### src/rtl/gate_sequencer_pkg.sv
// Shared definitions for the gate sequencer: FSM encoding and the parameter
// defaults that the register map also picks up.
package gate_seq_pkg;

    localparam int CNT_W_DEF      = 8;
    localparam int TIME_W_DEF     = 24;
    localparam int SHOT_W_DEF     = 16;
    localparam int SETTLE_DEF     = 4;
    localparam int FIFO_DEPTH_DEF = 8;

    localparam logic [2:0] ST_IDLE     = 3'd0;
    localparam logic [2:0] ST_GATE_ON  = 3'd1;
    localparam logic [2:0] ST_SETTLE_W = 3'd2;
    localparam logic [2:0] ST_CAPTURE  = 3'd3;
    localparam logic [2:0] ST_GAP      = 3'd4;

    typedef enum logic [2:0] {
        IDLE     = ST_IDLE,
        GATE_ON  = ST_GATE_ON,
        SETTLE_W = ST_SETTLE_W,
        CAPTURE  = ST_CAPTURE,
        GAP      = ST_GAP
    } state_t;

endpackage

### src/rtl/gate_sequencer_if.sv
// Control, counter and result-readout signals of the gate sequencer.
// master = PS/register side driving the block, slave = the sequencer itself.
interface gate_sequencer_if
    import gate_seq_pkg::*;
#(
    parameter int CNT_W      = CNT_W_DEF,
    parameter int TIME_W     = TIME_W_DEF,
    parameter int SHOT_W     = SHOT_W_DEF,
    parameter int FIFO_DEPTH = FIFO_DEPTH_DEF
);
    logic                            start;
    logic                            stop;
    logic [TIME_W-1:0]               gate_len;
    logic [TIME_W-1:0]               gate_period;
    logic [SHOT_W-1:0]               n_shots;
    logic                            gate;
    logic [CNT_W-1:0]                count_in;
    logic                            rd_en;
    logic [CNT_W-1:0]                rd_data;
    logic                            rd_valid;
    logic [$clog2(FIFO_DEPTH):0]     level;
    logic                            intr;
    logic                            intr_ack;
    logic                            overflow;
    logic                            busy;

    modport master (
        output start, stop, gate_len, gate_period, n_shots, count_in, rd_en, intr_ack,
        input  gate, rd_data, rd_valid, level, intr, overflow, busy
    );

    modport slave (
        input  start, stop, gate_len, gate_period, n_shots, count_in, rd_en, intr_ack,
        output gate, rd_data, rd_valid, level, intr, overflow, busy
    );

endinterface

### src/rtl/gate_sequencer_fifo.sv
// First-word-fall-through result buffer. A push is refused whenever the FIFO
// is full at the start of the cycle, even if a pop happens alongside it.
module sync_fifo #(
    parameter int WIDTH = 8,
    parameter int DEPTH = 8,
    localparam int AW   = $clog2(DEPTH)
) (
    input  logic             clk,
    input  logic             rst,
    input  logic             wr_en,
    input  logic [WIDTH-1:0] wr_data,
    input  logic             rd_en,
    output logic [WIDTH-1:0] rd_data,
    output logic             full,
    output logic             empty,
    output logic [AW:0]      level
);
    logic [WIDTH-1:0] mem [DEPTH];
    logic [AW-1:0]    wr_ptr;
    logic [AW-1:0]    rd_ptr;
    logic             push;
    logic             pop;

    assign full    = (level == (AW+1)'(DEPTH));
    assign empty   = (level == '0);
    assign push    = wr_en && !full;
    assign pop     = rd_en && !empty;
    assign rd_data = empty ? '0 : mem[rd_ptr];

    always_ff @(posedge clk or posedge rst) begin
        if (rst) begin
            wr_ptr <= '0;
            rd_ptr <= '0;
            level  <= '0;
        end else begin
            if (push) wr_ptr <= wr_ptr + AW'(1);
            if (pop)  rd_ptr <= rd_ptr + AW'(1);
            case ({push, pop})
                2'b10:   level <= level + (AW+1)'(1);
                2'b01:   level <= level - (AW+1)'(1);
                default: level <= level;
            endcase
        end
    end

    // Storage needs no reset: rd_data is forced to zero while empty.
    always_ff @(posedge clk) begin
        if (push) mem[wr_ptr] <= wr_data;
    end

endmodule

### src/rtl/gate_sequencer.sv
// Generates the PMT GATE window train, samples the counter after each window
// and buffers results for software; raises a level interrupt per batch.
module gate_sequencer
    import gate_seq_pkg::*;
#(
    parameter int CNT_W      = CNT_W_DEF,
    parameter int TIME_W     = TIME_W_DEF,
    parameter int SHOT_W     = SHOT_W_DEF,
    parameter int SETTLE     = SETTLE_DEF,
    parameter int FIFO_DEPTH = FIFO_DEPTH_DEF
) (
    input  logic             clk,
    input  logic             rst,
    gate_sequencer_if.slave  bus
);
    // Two spare bits so len + SETTLE + 2 can never wrap.
    localparam int TW = TIME_W + 2;

    state_t            state_q, state_d;
    logic [TW-1:0]     tmr_q;
    logic [TW-1:0]     len_q, peff_q;
    logic [TW-1:0]     len_c, min_p, period_c, peff_c;
    logic [SHOT_W-1:0] nshots_q, shot_q, shot_inc;
    logic [CNT_W-1:0]  cap_q;
    logic              gate_q, intr_q, ovf_q;
    logic              go, wr_en, intr_set;
    logic              fifo_full, fifo_empty;

    assign len_c    = (bus.gate_len == '0) ? TW'(1) : TW'(bus.gate_len);
    assign min_p    = len_c + TW'(SETTLE) + TW'(2);
    assign period_c = TW'(bus.gate_period);
    assign peff_c   = (period_c > min_p) ? period_c : min_p;
    assign shot_inc = shot_q + SHOT_W'(1);
    assign go       = (state_q == IDLE) && bus.start && !bus.stop && (bus.n_shots != '0);

    always_comb begin
        state_d  = state_q;
        wr_en    = 1'b0;
        intr_set = 1'b0;
        if (state_q != IDLE && bus.stop) begin
            state_d = IDLE;
        end else begin
            case (state_q)
                IDLE:     if (go) state_d = GATE_ON;
                GATE_ON:  if (tmr_q == len_q - TW'(1)) state_d = SETTLE_W;
                SETTLE_W: if (tmr_q == len_q + TW'(SETTLE - 1)) state_d = CAPTURE;
                CAPTURE: begin
                    wr_en = 1'b1;
                    if (shot_inc == nshots_q) begin
                        intr_set = 1'b1;
                        state_d  = IDLE;
                    end else begin
                        state_d  = GAP;
                    end
                end
                GAP:      if (tmr_q == peff_q - TW'(1)) state_d = GATE_ON;
                default:  state_d = IDLE;
            endcase
        end
    end

    always_ff @(posedge clk or posedge rst) begin
        if (rst) begin
            state_q  <= IDLE;
            gate_q   <= 1'b0;
            tmr_q    <= '0;
            len_q    <= TW'(1);
            peff_q   <= '0;
            nshots_q <= '0;
            shot_q   <= '0;
            cap_q    <= '0;
            intr_q   <= 1'b0;
            ovf_q    <= 1'b0;
        end else begin
            state_q <= state_d;
            gate_q  <= (state_d == GATE_ON);
            // The timer measures cycles since the current GATE rise.
            tmr_q   <= (state_d == GATE_ON && state_q != GATE_ON) ? '0 : tmr_q + TW'(1);
            if (go) begin
                len_q    <= len_c;
                peff_q   <= peff_c;
                nshots_q <= bus.n_shots;
                shot_q   <= '0;
                ovf_q    <= 1'b0;
            end
            // Sample SETTLE cycles after GATE falls; the push follows in CAPTURE.
            if (state_q == SETTLE_W && state_d == CAPTURE) cap_q <= bus.count_in;
            if (wr_en) begin
                shot_q <= shot_inc;
                if (fifo_full) ovf_q <= 1'b1;
            end
            if (intr_set)          intr_q <= 1'b1;
            else if (bus.intr_ack) intr_q <= 1'b0;
        end
    end

    sync_fifo #(
        .WIDTH (CNT_W),
        .DEPTH (FIFO_DEPTH)
    ) u_fifo (
        .clk     (clk),
        .rst     (rst),
        .wr_en   (wr_en),
        .wr_data (cap_q),
        .rd_en   (bus.rd_en),
        .rd_data (bus.rd_data),
        .full    (fifo_full),
        .empty   (fifo_empty),
        .level   (bus.level)
    );

    assign bus.gate     = gate_q;
    assign bus.rd_valid = !fifo_empty;
    assign bus.intr     = intr_q;
    assign bus.overflow = ovf_q;
    assign bus.busy     = (state_q != IDLE);

endmodule

### src/flat_wrapper.sv
// flat-port wrapper written by rule: the top's interface ports become plain ports
module gate_sequencer_flat import gate_seq_pkg::*;
#(
    parameter int CNT_W      = CNT_W_DEF,
    parameter int TIME_W     = TIME_W_DEF,
    parameter int SHOT_W     = SHOT_W_DEF,
    parameter int SETTLE     = SETTLE_DEF,
    parameter int FIFO_DEPTH = FIFO_DEPTH_DEF
)
  (clk, rst, bus_start, bus_stop, bus_gate_len, bus_gate_period, bus_n_shots, bus_count_in, bus_rd_en, bus_intr_ack, bus_gate, bus_rd_data, bus_rd_valid, bus_level, bus_intr, bus_overflow, bus_busy);
  gate_sequencer_if #(.CNT_W(CNT_W), .TIME_W(TIME_W), .SHOT_W(SHOT_W), .FIFO_DEPTH(FIFO_DEPTH)) bus_i ();
  input  logic clk;
  input  logic rst;
  input wire logic [$bits(bus_i.start)-1:0] bus_start;
  input wire logic [$bits(bus_i.stop)-1:0] bus_stop;
  input wire logic [$bits(bus_i.gate_len)-1:0] bus_gate_len;
  input wire logic [$bits(bus_i.gate_period)-1:0] bus_gate_period;
  input wire logic [$bits(bus_i.n_shots)-1:0] bus_n_shots;
  input wire logic [$bits(bus_i.count_in)-1:0] bus_count_in;
  input wire logic [$bits(bus_i.rd_en)-1:0] bus_rd_en;
  input wire logic [$bits(bus_i.intr_ack)-1:0] bus_intr_ack;
  output wire logic [$bits(bus_i.gate)-1:0] bus_gate;
  output wire logic [$bits(bus_i.rd_data)-1:0] bus_rd_data;
  output wire logic [$bits(bus_i.rd_valid)-1:0] bus_rd_valid;
  output wire logic [$bits(bus_i.level)-1:0] bus_level;
  output wire logic [$bits(bus_i.intr)-1:0] bus_intr;
  output wire logic [$bits(bus_i.overflow)-1:0] bus_overflow;
  output wire logic [$bits(bus_i.busy)-1:0] bus_busy;
  assign bus_i.start = bus_start;
  assign bus_i.stop = bus_stop;
  assign bus_i.gate_len = bus_gate_len;
  assign bus_i.gate_period = bus_gate_period;
  assign bus_i.n_shots = bus_n_shots;
  assign bus_i.count_in = bus_count_in;
  assign bus_i.rd_en = bus_rd_en;
  assign bus_i.intr_ack = bus_intr_ack;
  assign bus_gate = bus_i.gate;
  assign bus_rd_data = bus_i.rd_data;
  assign bus_rd_valid = bus_i.rd_valid;
  assign bus_level = bus_i.level;
  assign bus_intr = bus_i.intr;
  assign bus_overflow = bus_i.overflow;
  assign bus_busy = bus_i.busy;
  gate_sequencer #(.CNT_W(CNT_W), .TIME_W(TIME_W), .SHOT_W(SHOT_W), .SETTLE(SETTLE), .FIFO_DEPTH(FIFO_DEPTH)) u_core (.clk(clk), .rst(rst), .bus(bus_i));
endmodule
### config.mk
export PLATFORM = sky130hd
export DESIGN_NAME = gate_sequencer_flat
export DESIGN_NICKNAME = d
export VERILOG_FILES = /design/src/rtl/gate_sequencer_pkg.sv /design/src/rtl/gate_sequencer_if.sv /design/src/rtl/gate_sequencer_fifo.sv /design/src/rtl/gate_sequencer.sv /design/src/flat_wrapper.sv
export SDC_FILE = /design/constraint.sdc
export NUM_CORES = 1
export LEC_CHECK = 0
export CAP_MARGIN = 20
export CORE_MARGIN = 3
export CORE_UTILIZATION = 40
export CTS_CLUSTER_DIAMETER = 80
export DETAILED_ROUTE_END_ITERATION = 10
export PLACE_DENSITY = 0.67
export SYNTH_ARGS = -nofsm -noshare
export SYNTH_HDL_FRONTEND = slang
export SYNTH_SLANG_ARGS = --single-unit
### constraint.sdc
create_clock -name clk -period 13.1 [get_ports clk]
set_input_delay 3.275 -clock clk [delete_from_list [all_inputs] [get_ports clk]]
set_output_delay 3.275 -clock clk [all_outputs]
set_load 0.02 [all_outputs]
==> results of run 1 <==
==> worst reg2reg max path: stages, from the launching register on <==
cell,delay [ns]
dfstp_2,0.60
inv_1,0.06
ha_1,0.28
and4b_1,0.40
nand4_1,0.27
or4_1,0.61
xnor2_1,0.16
o2111ai_1,0.18
nor4_1,0.31
and3_1,0.69
mux2_2,0.42
==> synth_stat cells (all sizes together), types with 32 or more instances <==
library cell | number | share of area (%)
ha | 34 | 3.5
nor2 | 116 | 3.6
nand3 | 57 | 2.3
edfxtp | 64 | 16
mux2 | 48 | 4.4
nor3 | 52 | 2.2
dfrtp | 130 | 27
nand4 | 32 | 1.7
xnor2 | 81 | 5.8
clkbuf | 67 | 2.1
nand2 | 82 | 2.5
xor2 | 68 | 4.9
inv | 44 | 1.4
o21ai | 61 | 2.6
==> routing by layer <==
layer	share of wire, %	wire length [µm]
met5	0	0
met4	2.8	863
met3	4.8	1470
met2	47	14700
met1	45	14000
==> state kept, by name (all words and copies together), names as in the netlist <==
| signal | cells |
|---|---|
| u_core.bus.gate | 1 |
| u_core.bus.intr | 1 |
| u_core.bus.overflow | 1 |
| u_core.cap_q | 8 |
| u_core.len_q | 24 |
| u_core.nshots_q | 16 |
| u_core.peff_q | 25 |
| u_core.shot_q | 16 |
| u_core.state_q | 3 |
| u_core.tmr_q | 26 |
| u_core.u_fifo.level | 4 |
| u_core.u_fifo.mem | 64 |
| u_core.u_fifo.rd_ptr | 3 |
| u_core.u_fifo.wr_ptr | 3 |
==> metrics by stage <==
stage	setup slack, ns	area, µm²	power (mW)	utilization, %
final	5.69	14000	1.99	47.0
after CTS	5.79	14000	1.99	46.9
after global routing	5.39	14000	2.10	47.0
after global placement	5.50	13400	1.43	44.8
after floorplan	6.33	12200	1.25	-
after detailed placement	5.34	13400	1.45	44.8
==> logic make-up after synthesis <==
kind of cell    Yosys count
xor+xnor                149
mux                      77
flops                   195
fa+ha+maj                35
buf+inv                 125
compound gates          186
simple gates            482
==> where the power goes <==
part           internal (mW)  switching, mW  leakage, nW  total, mW
Clock                  0.284          0.256        0.298      0.539
Combinational          0.322          0.292         2.88      0.613
Sequential             0.690          0.146         2.31      0.836
==> cell type report <==
class / instances / area share, %
Timing Repair Buffer: 102 / 7.28
Clock inverter: 13 / 1.13
Inverter: 44 / 1.21
Sequential cell: 195 / 37.1
Tap cell: 390 / 3.48
Clock buffer: 19 / 3.23
Multi-Input combinational cell: 929 / 46.6
==> cell usage in the layout, fill, tap and decap left out, drive strengths merged, types with 32 or more instances in the layout <==
| master | netlist | final |
|---|---|---|
| clkdlybuf4s50 | 0 | 94 |
| dfrtp | 130 | 130 |
| edfxtp | 64 | 64 |
| ha | 34 | 34 |
| inv | 44 | 52 |
| mux2 | 48 | 48 |
| nand2 | 82 | 82 |
| nand3 | 57 | 57 |
| nand4 | 32 | 32 |
| nor2 | 116 | 116 |
| nor3 | 52 | 52 |
| o21ai | 61 | 61 |
| xnor2 | 81 | 81 |
| xor2 | 68 | 68 |
==> worst max path at each step <==
stage                    startpoint                 to  slack (ns)  cells past startpoint
global placement    bus_gate_len[1]  u_core.peff_q[19]        5.50                     17
finish              bus_gate_len[1]  u_core.peff_q[19]        5.69                     17
global route        bus_gate_len[1]  u_core.peff_q[13]        5.39                     17
CTS                 bus_gate_len[1]  u_core.peff_q[19]        5.79                     17
detailed placement  bus_gate_len[1]  u_core.peff_q[19]        5.34                     17
floorplan                       rst    u_core.bus.gate        6.33                      1
==> reports/results.txt, run 1 <==
GP Congestion: 0.950
period utilization: 56.6%
post-route insts no fill: 1692
vias in the first global route: 9382
first-pass iteration count of the detailed router: 5
cell area after synthesis: 12200 µm²
Die Span Y: 181 µm
adder-cell share of the synthesized area: 3.64%
clk sink count: 195
vias post-DR: 9614
first-pass GRT wire length: 50100 µm
Wirelength per Cell: 18.3 µm
buffer and inverter count on the worst path: 3
post-CTS setup buffers: 0
Final HPWL DP: 23000 µm
Worst Setup End Kind: flop
Synth Instances: 1249
Die ar.: 32700 µm²
main combinational cell family by area after synthesis: simple AND/OR/NAND/NOR gates
CTS tree: yes
nets@finish: 1402
max cap viols: 0
met3 usage in global routing: 3.18%
H-tree depth: 4
met2 global-route usage: 30.8%
cts bufs inserted: 17
CP Max Fanout: 39
worst slew pin tran: 1.06 ns
initial antenna violation count: 0
area of the multi-input gates: 6540 µm²
fmax: 135 MHz
Root Driver: clkbuf_16
core area: 29900 µm²
worst hold path class: flop to flop
r2r worst-path depth: 10
crit path DAT: 7.73 ns
FF-to-FF End: u_core.cap_q[6]
status: finished, final reports clean
RSZ-0062 raised after global routing: no
Critical Path RT: 13.42 ns
worst hold endpoint: u_core.nshots_q[2]
Crit path max-delay family: compound AO/OA/AOI/OAI gates
PwrDens: 142 nW/µm²
P&R area growth vs syn: 14.7%
pin count of the biggest net entering global routing: 102
CTS-repair resized insts: 0
Worst-path clk slew: 0.07 ns
Lkg Pwr: 5.49 nW
Fin. Hold Viols: 0
syn_nets: 1362
DRC violations left: 0
DRT antenna net count: 0
CP max-delay cell: clkdlybuf4s50_1
reg2reg start: u_core.len_q[0]
critical path type: primary input to flop
Synth Register Bits: 195
WHS: 0.496 ns
min cycle time layout: 7.41 ns
number of synthesized flops with an enable pin: 64
Final Skew: 0.0127 ns
Post-CTS Hold Fix Bufs: 0
Vias/cell: 5.68
total track usage: 18.9%
worst rel slew slack: 29.1%
sequence of cells on the critical path: clkdlybuf4s50_1, inv_1, ha_1, nor3_1, nand3_1, nor2_1, xnor2_1, ha_1, a21o_1, a21o_1, a21oi_1, o211ai_1, a221oi_1, or2_1, buf_4, nor3_1, a221o_1
Diodes inserted: 0
syn_area_per_cell: 9.79 µm²
top_reg_cell synth: dfrtp_1
hold path depth: 2
max incr delay on CP: 0.60 ns
port bufs: 94
die width: 181 µm
Ports: 95
Slew Limit Fails: 0
worst vdd ir: 91.1 µV
Iteration-0 DRC Markers: 714
GRT Max-Usage Layer: met2
r2r setup slk: 9.03 ns
cell count after placement: 1659
fraction of met1 tracks used by global routing: 25.7%
Ys Warns: 0
# rows: 63
Synth Area in XOR/XNOR: 10.7%
starting density of the core: 40.9%
mux contribution to synthesized area: 8.53%
Async SR Flop Fraction: 67.2%
final setup TNS: 0 ns
register area share after synthesis: 42.5%
clk buf depth: 2
final setup violation count: 0
# fillers: 2775
Reg area: 5200 µm²
share of layout cells above drive strength 1: 9.29%
CP Launch Type: primary input
simple-gate share of the synthesized area: 20.3%
post-synthesis compound-gate area fraction: 10.3%
Worst-Skew Late Latency: 0.44 ns
grt ovf: 0
hold_sp: u_core.nshots_q[2]
final wirelength: 31000 µm
Yosys cell types: 71
(Power assumes the default switching activity.)
==> run 2, diff against run 1 <==
==> constraint.sdc (replaced) <==
create_clock -name clk -period 6.9 [get_ports clk]
set_input_delay 1.725 -clock clk [delete_from_list [all_inputs] [get_ports clk]]
set_output_delay 1.725 -clock clk [all_outputs]
set_load 0.02 [all_outputs]
==> run 2 against run 1 <==
Non-clock buffer count grew 1. Cell count barely moved. Combinational power rose by 89%. First-iteration DRC count rose by 1.4%. Clock power up 87%. Sequential power is 90% higher. Via count shrank 1.7%. Critical path type unchanged. Critical endpoint unchanged.
==> reports/results.txt, run 2 (same netlist as run 1, synthesis figures left out) <==
post-route insts no fill: 1693 (+0.059%)
Critical Path RT: 7.21 ns (-6.21 ns)
cts bufs inserted: 17 (unchanged)
min cycle time layout: 5.83 ns
GP Congestion: 0.898 (-5.5%)
core area: 29900 µm² (unchanged)
WHS: 0.494 ns (-0.00127 ns)
H-tree depth: 4 (unchanged)
Diodes inserted: 0 (unchanged)
clk buf depth: 2 (unchanged)
Final HPWL DP: 23200 µm (+0.92%)
Worst-path clk slew: 0.08 ns (about the same)
fin util: 46.9% (about the same)
Final Skew: 0.00953 ns (-0.00318 ns)
Vias/cell: 5.58 (-1.7%)
CTS-repair resized insts: 0 (unchanged)
starting density of the core: 40.9% (unchanged)
final setup TNS: 0 ns (unchanged)
CP max-delay cell: clkdlybuf4s50_1
CTS tree: yes
crit path DAT: 6.14 ns (-1.59 ns)
vias in the first global route: 9160 (-2.4%)
Wirelength per Cell: 18.2 µm (-0.53%)
Iteration-0 DRC Markers: 724 (+1.4%)
max cap viols: 0 (unchanged)
fmax: 171 MHz
commonest non-fill, non-tap cell in the layout: dfrtp_1
worst hold path class: flop to flop
Worst-Skew Late Latency: 0.43 ns (about the same)
worst rel slew slack: 29.4% (+0.38 points)
post-CTS setup buffers: 0 (unchanged)
grt ovf: 0 (unchanged)
biggest regs: u_core.u_fifo.mem x64, u_core.tmr_q x26, u_core.peff_q x25
commonest non-fill, non-tap cells in the layout: dfrtp_1, nor2_1, clkdlybuf4s50_1, nand2_1, xnor2_1
PwrDens: 268 nW/µm² (+89%)
die width: 181 µm (unchanged)
initial antenna violation count: 0 (unchanged)
DRC violations left: 0 (unchanged)
cell count after placement: 1660 (+0.060%)
total track usage: 18.9% (about the same)
max incr delay on CP: 0.61 ns (about the same)
sequence of cells on the critical path: clkdlybuf4s50_1, inv_1, ha_1, nor3_1, nand3_1, nor2_1, xnor2_1, ha_1, a21o_1, a21o_1, a21oi_1, o211ai_1, a221oi_1, or2_1, buf_4, nor3_1, a221o_1
RSZ-0062 raised after global routing: no
Final Instance Area: 14000 µm² (about the same)
first-pass iteration count of the detailed router: 5 (unchanged)
Placement Setup Slack: 0.687 ns (-4.65 ns)
worst setup margin: 1.07 ns (-4.62 ns)
Reg with most FFs: u_core.u_fifo.mem
Crit. path cell count: 17 (unchanged)
status: finished, final reports clean
worst vdd ir: 185 µV (+100%)
clk sink count: 195 (unchanged)
DRT antenna net count: 0 (unchanged)
CP Launch Type: primary input
pin count of the biggest net entering global routing: 102 (unchanged)
Die Span Y: 181 µm (unchanged)
hold path depth: 2 (unchanged)
port bufs: 94 (unchanged)
Worst Setup End Kind: flop
area of placed instances: 13400 µm² (about the same)
critical path type: primary input to flop
# rows: 63 (unchanged)
first-pass GRT wire length: 49700 µm (-0.81%)
Overall Power: 3.76 mW (+89%)
Ports: 95 (unchanged)
final wirelength: 30800 µm (-0.47%)
worst slew pin tran: 1.06 ns (-0.00566 ns)
Crit path max-delay family: compound AO/OA/AOI/OAI gates
period utilization: 84.5%
final setup violation count: 0 (unchanged)
nets@finish: 1403 (+0.071%)
P&R area growth vs syn: 14.7% (about the same)
Slew Limit Fails: 0 (unchanged)
CP Max Fanout: 43 (+10%)
Fin. Hold Viols: 0 (unchanged)
buffer and inverter count on the worst path: 3 (unchanged)
r2r worst-path depth: 10 (unchanged)
Die ar.: 32700 µm² (unchanged)
max reg flops: 64 (unchanged)
Post-CTS Hold Fix Bufs: 0 (unchanged)
Root Driver: clkbuf_16
Lkg Pwr: 5.49 nW (about the same)
vias post-DR: 9452 (-1.7%)
share of layout cells above drive strength 1: 9.13% (-0.16 points)
[run 2: path summary, 6_finish.rpt]
kind                            slack [ns]                  to               start
max in group asynchronous             3.97     u_core.len_q[0]                 rst
min in group asynchronous             1.85    u_core.shot_q[2]                 rst
worst min register to register        0.49  u_core.nshots_q[2]  u_core.nshots_q[2]
worst max-delay path                  1.07   u_core.peff_q[19]     bus_gate_len[1]
worst max register to register        2.75     u_core.cap_q[6]     u_core.len_q[0]
worst min-delay path                  0.49  u_core.nshots_q[2]  u_core.nshots_q[2]
[run 2: final cells by class]
class / count / area [µm²]
repair buffers: 103 / 1030
flip-flops and latches: 195 / 5200
fillers: 2770 / 15900
clock buffers: 19 / 433
well taps: 390 / 488
multi-input cells: 929 / 6540
clock inverters: 13 / 168
inverters: 44 / 170
[run 2: routing by layer]
metal  vias up  track usage [%]  part of all wire, %
li1       4610                -                    -
met3        41             2.66                  4.3
met4         0             6.66                  3.1
met5         -                0                    0
met2       238             30.2                   47
met1      4563             26.4                   46
[run 2: worst min-delay path, delay by kind of cell, from the launching register on]
kind             cells  cell delay (ns)
flip-flops           1             0.36
AND/OR/NAND/NOR      2             0.11
[run 2: power by group]
group | switching, mW | internal [mW] | total [mW]
Combinational | 0.546 | 0.611 | 1.16
Sequential | 0.283 | 1.31 | 1.59
Clock | 0.464 | 0.550 | 1.01
Total | 1.29 | 2.47 | 3.76
==> run 3, diff against run 2 <==
--- a/config.mk
+++ b/config.mk
@@ -10,7 +10,7 @@
 export CORE_UTILIZATION = 40
 export CTS_CLUSTER_DIAMETER = 80
 export DETAILED_ROUTE_END_ITERATION = 10
-export PLACE_DENSITY = 0.67
+export PLACE_DENSITY = 0.69
 export SYNTH_ARGS = -nofsm -noshare
 export SYNTH_HDL_FRONTEND = slang
 export SYNTH_SLANG_ARGS = --single-unit
==> constraint.sdc (replaced) <==
create_clock -name clk -period 4.8 [get_ports clk]
set_input_delay 1.2 -clock clk [delete_from_list [all_inputs] [get_ports clk]]
set_output_delay 1.2 -clock clk [all_outputs]
set_load 0.02 [all_outputs]
==> run 3 against run 2 <==
Non-clock buffer count up 50. Largest power group unchanged. Critical path type unchanged. First-iteration DRC count is 1.1% lower. Design area increased by 3.3%. Count of clock-buffer cells in the layout is 2 lower. Register-to-register slack got worse by 1.9 ns. Total power increased by 47%. Sequential power up 43%. Routed wire length grew 0.93%. Die area is the same. Hold slack improved by 0.015 ns. Setup slack worse by 0.85 ns. Largest cell class unchanged.
==> reports/results.txt, run 3 (same netlist as run 1, synthesis figures left out) <==
total track usage: 19.0% (+0.16 points)
Lkg Pwr: 5.77 nW (+5.0%)
Vias/cell: 5.59 (+0.19%)
worst hold path class: flop to flop
Comb pwr share: 30.9% (+0.2 points)
Placement Setup Slack: -0.251 ns (-0.938 ns)
worst rel slew slack: 47.1% (+18 points)
P&R area growth vs syn: 18.5%
max incr delay on CP: 0.52 ns (-0.09 ns)
max cap viols: 0 (unchanged)
DRC violations left: 0 (unchanged)
Final Skew: 0.0134 ns (+0.00385 ns)
Slew Limit Fails: 0 (unchanged)
worst setup margin: 0.212 ns (-0.855 ns)
H-tree depth: 4 (unchanged)
CP Launch Type: primary input
Internal Power: 3.53 mW (+43%)
final setup TNS: 0 ns (unchanged)
Die Span Y: 181 µm (unchanged)
crit path DAT: 4.91 ns (-1.23 ns)
Switching Fraction: 36.1% (+1.8 points)
Ports: 95 (unchanged)
WL met2: 14800 µm (+3.4%)
Psw: 2.00 mW (+54%)
fmax: 218 MHz
Iteration-0 DRC Markers: 716 (-1.1%)
critical path type: primary input to flop
Die ar.: 32700 µm² (unchanged)
CP max-delay cell: clkdlybuf4s50_1
Overall Power: 5.52 mW (+47%)
status: finished, final reports clean
period utilization: 95.6%
nets@finish: 1453 (+3.6%)
post-route insts no fill: 1743 (+3.0%)
metal3 WL: 1420 µm (+6.9%)
area of placed instances: 13800 µm² (+2.9%)
Root Driver: clkbuf_16
max reg flops: 64 (unchanged)
share of layout cells above drive strength 1: 12.9% (+3.8 points)
first-pass GRT wire length: 50700 µm (+1.9%)
Worst-Skew Late Latency: 0.44 ns (about the same)
Reg with most FFs: u_core.u_fifo.mem
vias post-DR: 9750 (+3.2%)
Diodes inserted: 0 (unchanged)
clk buf depth: 2 (unchanged)
first-pass iteration count of the detailed router: 5 (unchanged)
Critical Path Most Common Cell: ha_1
vias in the first global route: 9498 (+3.7%)
fin util: 48.5% (+1.6 points)
Clk network pwr share: 27.9% (+1.0 points)
GP Congestion: 0.921 (+2.6%)
final wirelength: 31100 µm (+0.93%)
CTS tree: yes
post-CTS setup buffers: 0 (unchanged)
port bufs: 94 (unchanged)
routed metal-1 wire length: 13800 µm (-3.1%)
# rows: 63 (unchanged)
initial antenna violation count: 0 (unchanged)
CP Max Fanout: 16 (-63%)
min cycle time layout: 4.59 ns
Worst-path clk slew: 0.09 ns (about the same)
cell count after placement: 1710 (+3.0%)
Fin. Hold Viols: 0 (unchanged)
core area: 29900 µm² (unchanged)
sequence of cells on the critical path: clkdlybuf4s50_1, inv_1, ha_1, nor3_2, nand3_2, nor2_1, xnor2_1, ha_1, nand4_1, or2_2, or3_1, o32a_1, nand2_1, or2_1, buf_4, nor3_1, a221o_1
final setup violation count: 0 (unchanged)
Wirelength per Cell: 17.8 µm (-2.0%)
Worst Setup End Kind: flop
Critical Path RT: 5.12 ns (-2.09 ns)
clk sink count: 195 (unchanged)
biggest regs: u_core.u_fifo.mem x64, u_core.tmr_q x26, u_core.peff_q x25
worst vdd ir: 272 µV (+47%)
die width: 181 µm (unchanged)
commonest non-fill, non-tap cells in the layout: dfrtp_1, nor2_1, clkdlybuf4s50_1, nand2_1, xnor2_1
pin count of the biggest net entering global routing: 114 (+12%)
Post-CTS Hold Fix Bufs: 0 (unchanged)
RSZ-0062 raised after global routing: no
commonest non-fill, non-tap cell in the layout: dfrtp_1
Top Metal Used: met4
starting density of the core: 40.9% (unchanged)
DRT antenna net count: 0 (unchanged)
cts bufs inserted: 17 (unchanged)
Final Instance Area: 14500 µm² (+3.3%)
PwrDens: 381 nW/µm² (+42%)
worst slew pin tran: 0.793 ns (-0.265 ns)
grt ovf: 0 (unchanged)
Final HPWL DP: 23900 µm (+3.2%)
Reg power frac: 41.1% (-1.2 points)
WHS: 0.509 ns (+0.0150 ns)
## run 3: cell count changes in the layout (fill, tap and decap cells not counted), moves of 2 or more
cell | previous run | this run
buf_4 | 8 | 56
bufinv_16 | 2 | 0
clkbuf_1 | 2 | 0
clkinv_4 | 2 | 0
clkinv_8 | 1 | 5
inv_12 | 0 | 6
inv_16 | 0 | 2
inv_8 | 4 | 0
## run 3: what timing repair did
item | 4_1_cts | 5_1_grt
hold endpoints to repair | 0 | 0
endpoints found under the setup margin | 0 | 15
gates resized for setup | 0 | 4
## run 3: cell type report
class / instances / area [µm²]
multi-input combinational: 929 / 6550
inverter: 44 / 170
tap: 390 / 488
clock inverter: 15 / 236
clock buffer: 17 / 425
sequential: 195 / 5200
fill: 2714 / 15400
timing repair buffer: 153 / 1420
## run 3: routing by layer
layer / track usage [%] / vias up
met2: 31.5 / 283
met4: 7.40 / 0
li1: - / 4716
met3: 2.82 / 56
met5: 0 / -
met1: 25.3 / 4695
## run 3: power by group through the flow
| stage | registers (mW) | clock network [mW] | logic, mW |
|---|---|---|---|
| after floorplan | 2.09 | 0 | 1.33 |
| after global placement | 2.29 | 0 | 1.66 |
| after detailed placement | 2.30 | 0 | 1.71 |
| after CTS | 2.27 | 1.58 | 1.72 |
| after global routing | 2.31 | 1.65 | 1.89 |
| final | 2.27 | 1.54 | 1.71 |
## run 3: worst max-delay path: cells and delay by family
| kind | cells | cell delay (ns) |
|---|---|---|
| fa+ha+maj | 2 | 0.53 |
| compound gates | 2 | 0.61 |
| xor+xnor | 1 | 0.11 |
| simple gates | 9 | 1.65 |
| buf+inv | 3 | 0.81 |
## run 3: worst paths after layout
check                                    from                 end  slack (ns)  cells past startpoint
max in group asynchronous                 rst     u_core.len_q[0]        2.92                      3
setup / recovery              bus_gate_len[1]   u_core.peff_q[18]        0.21                     17
hold reg to reg            u_core.nshots_q[2]  u_core.nshots_q[2]        0.51                      2
hold / removal             u_core.nshots_q[2]  u_core.nshots_q[2]        0.51                      2
setup reg to reg              u_core.len_q[0]     u_core.cap_q[6]        0.84                     10
min in group asynchronous                 rst    u_core.shot_q[2]        1.14                      2
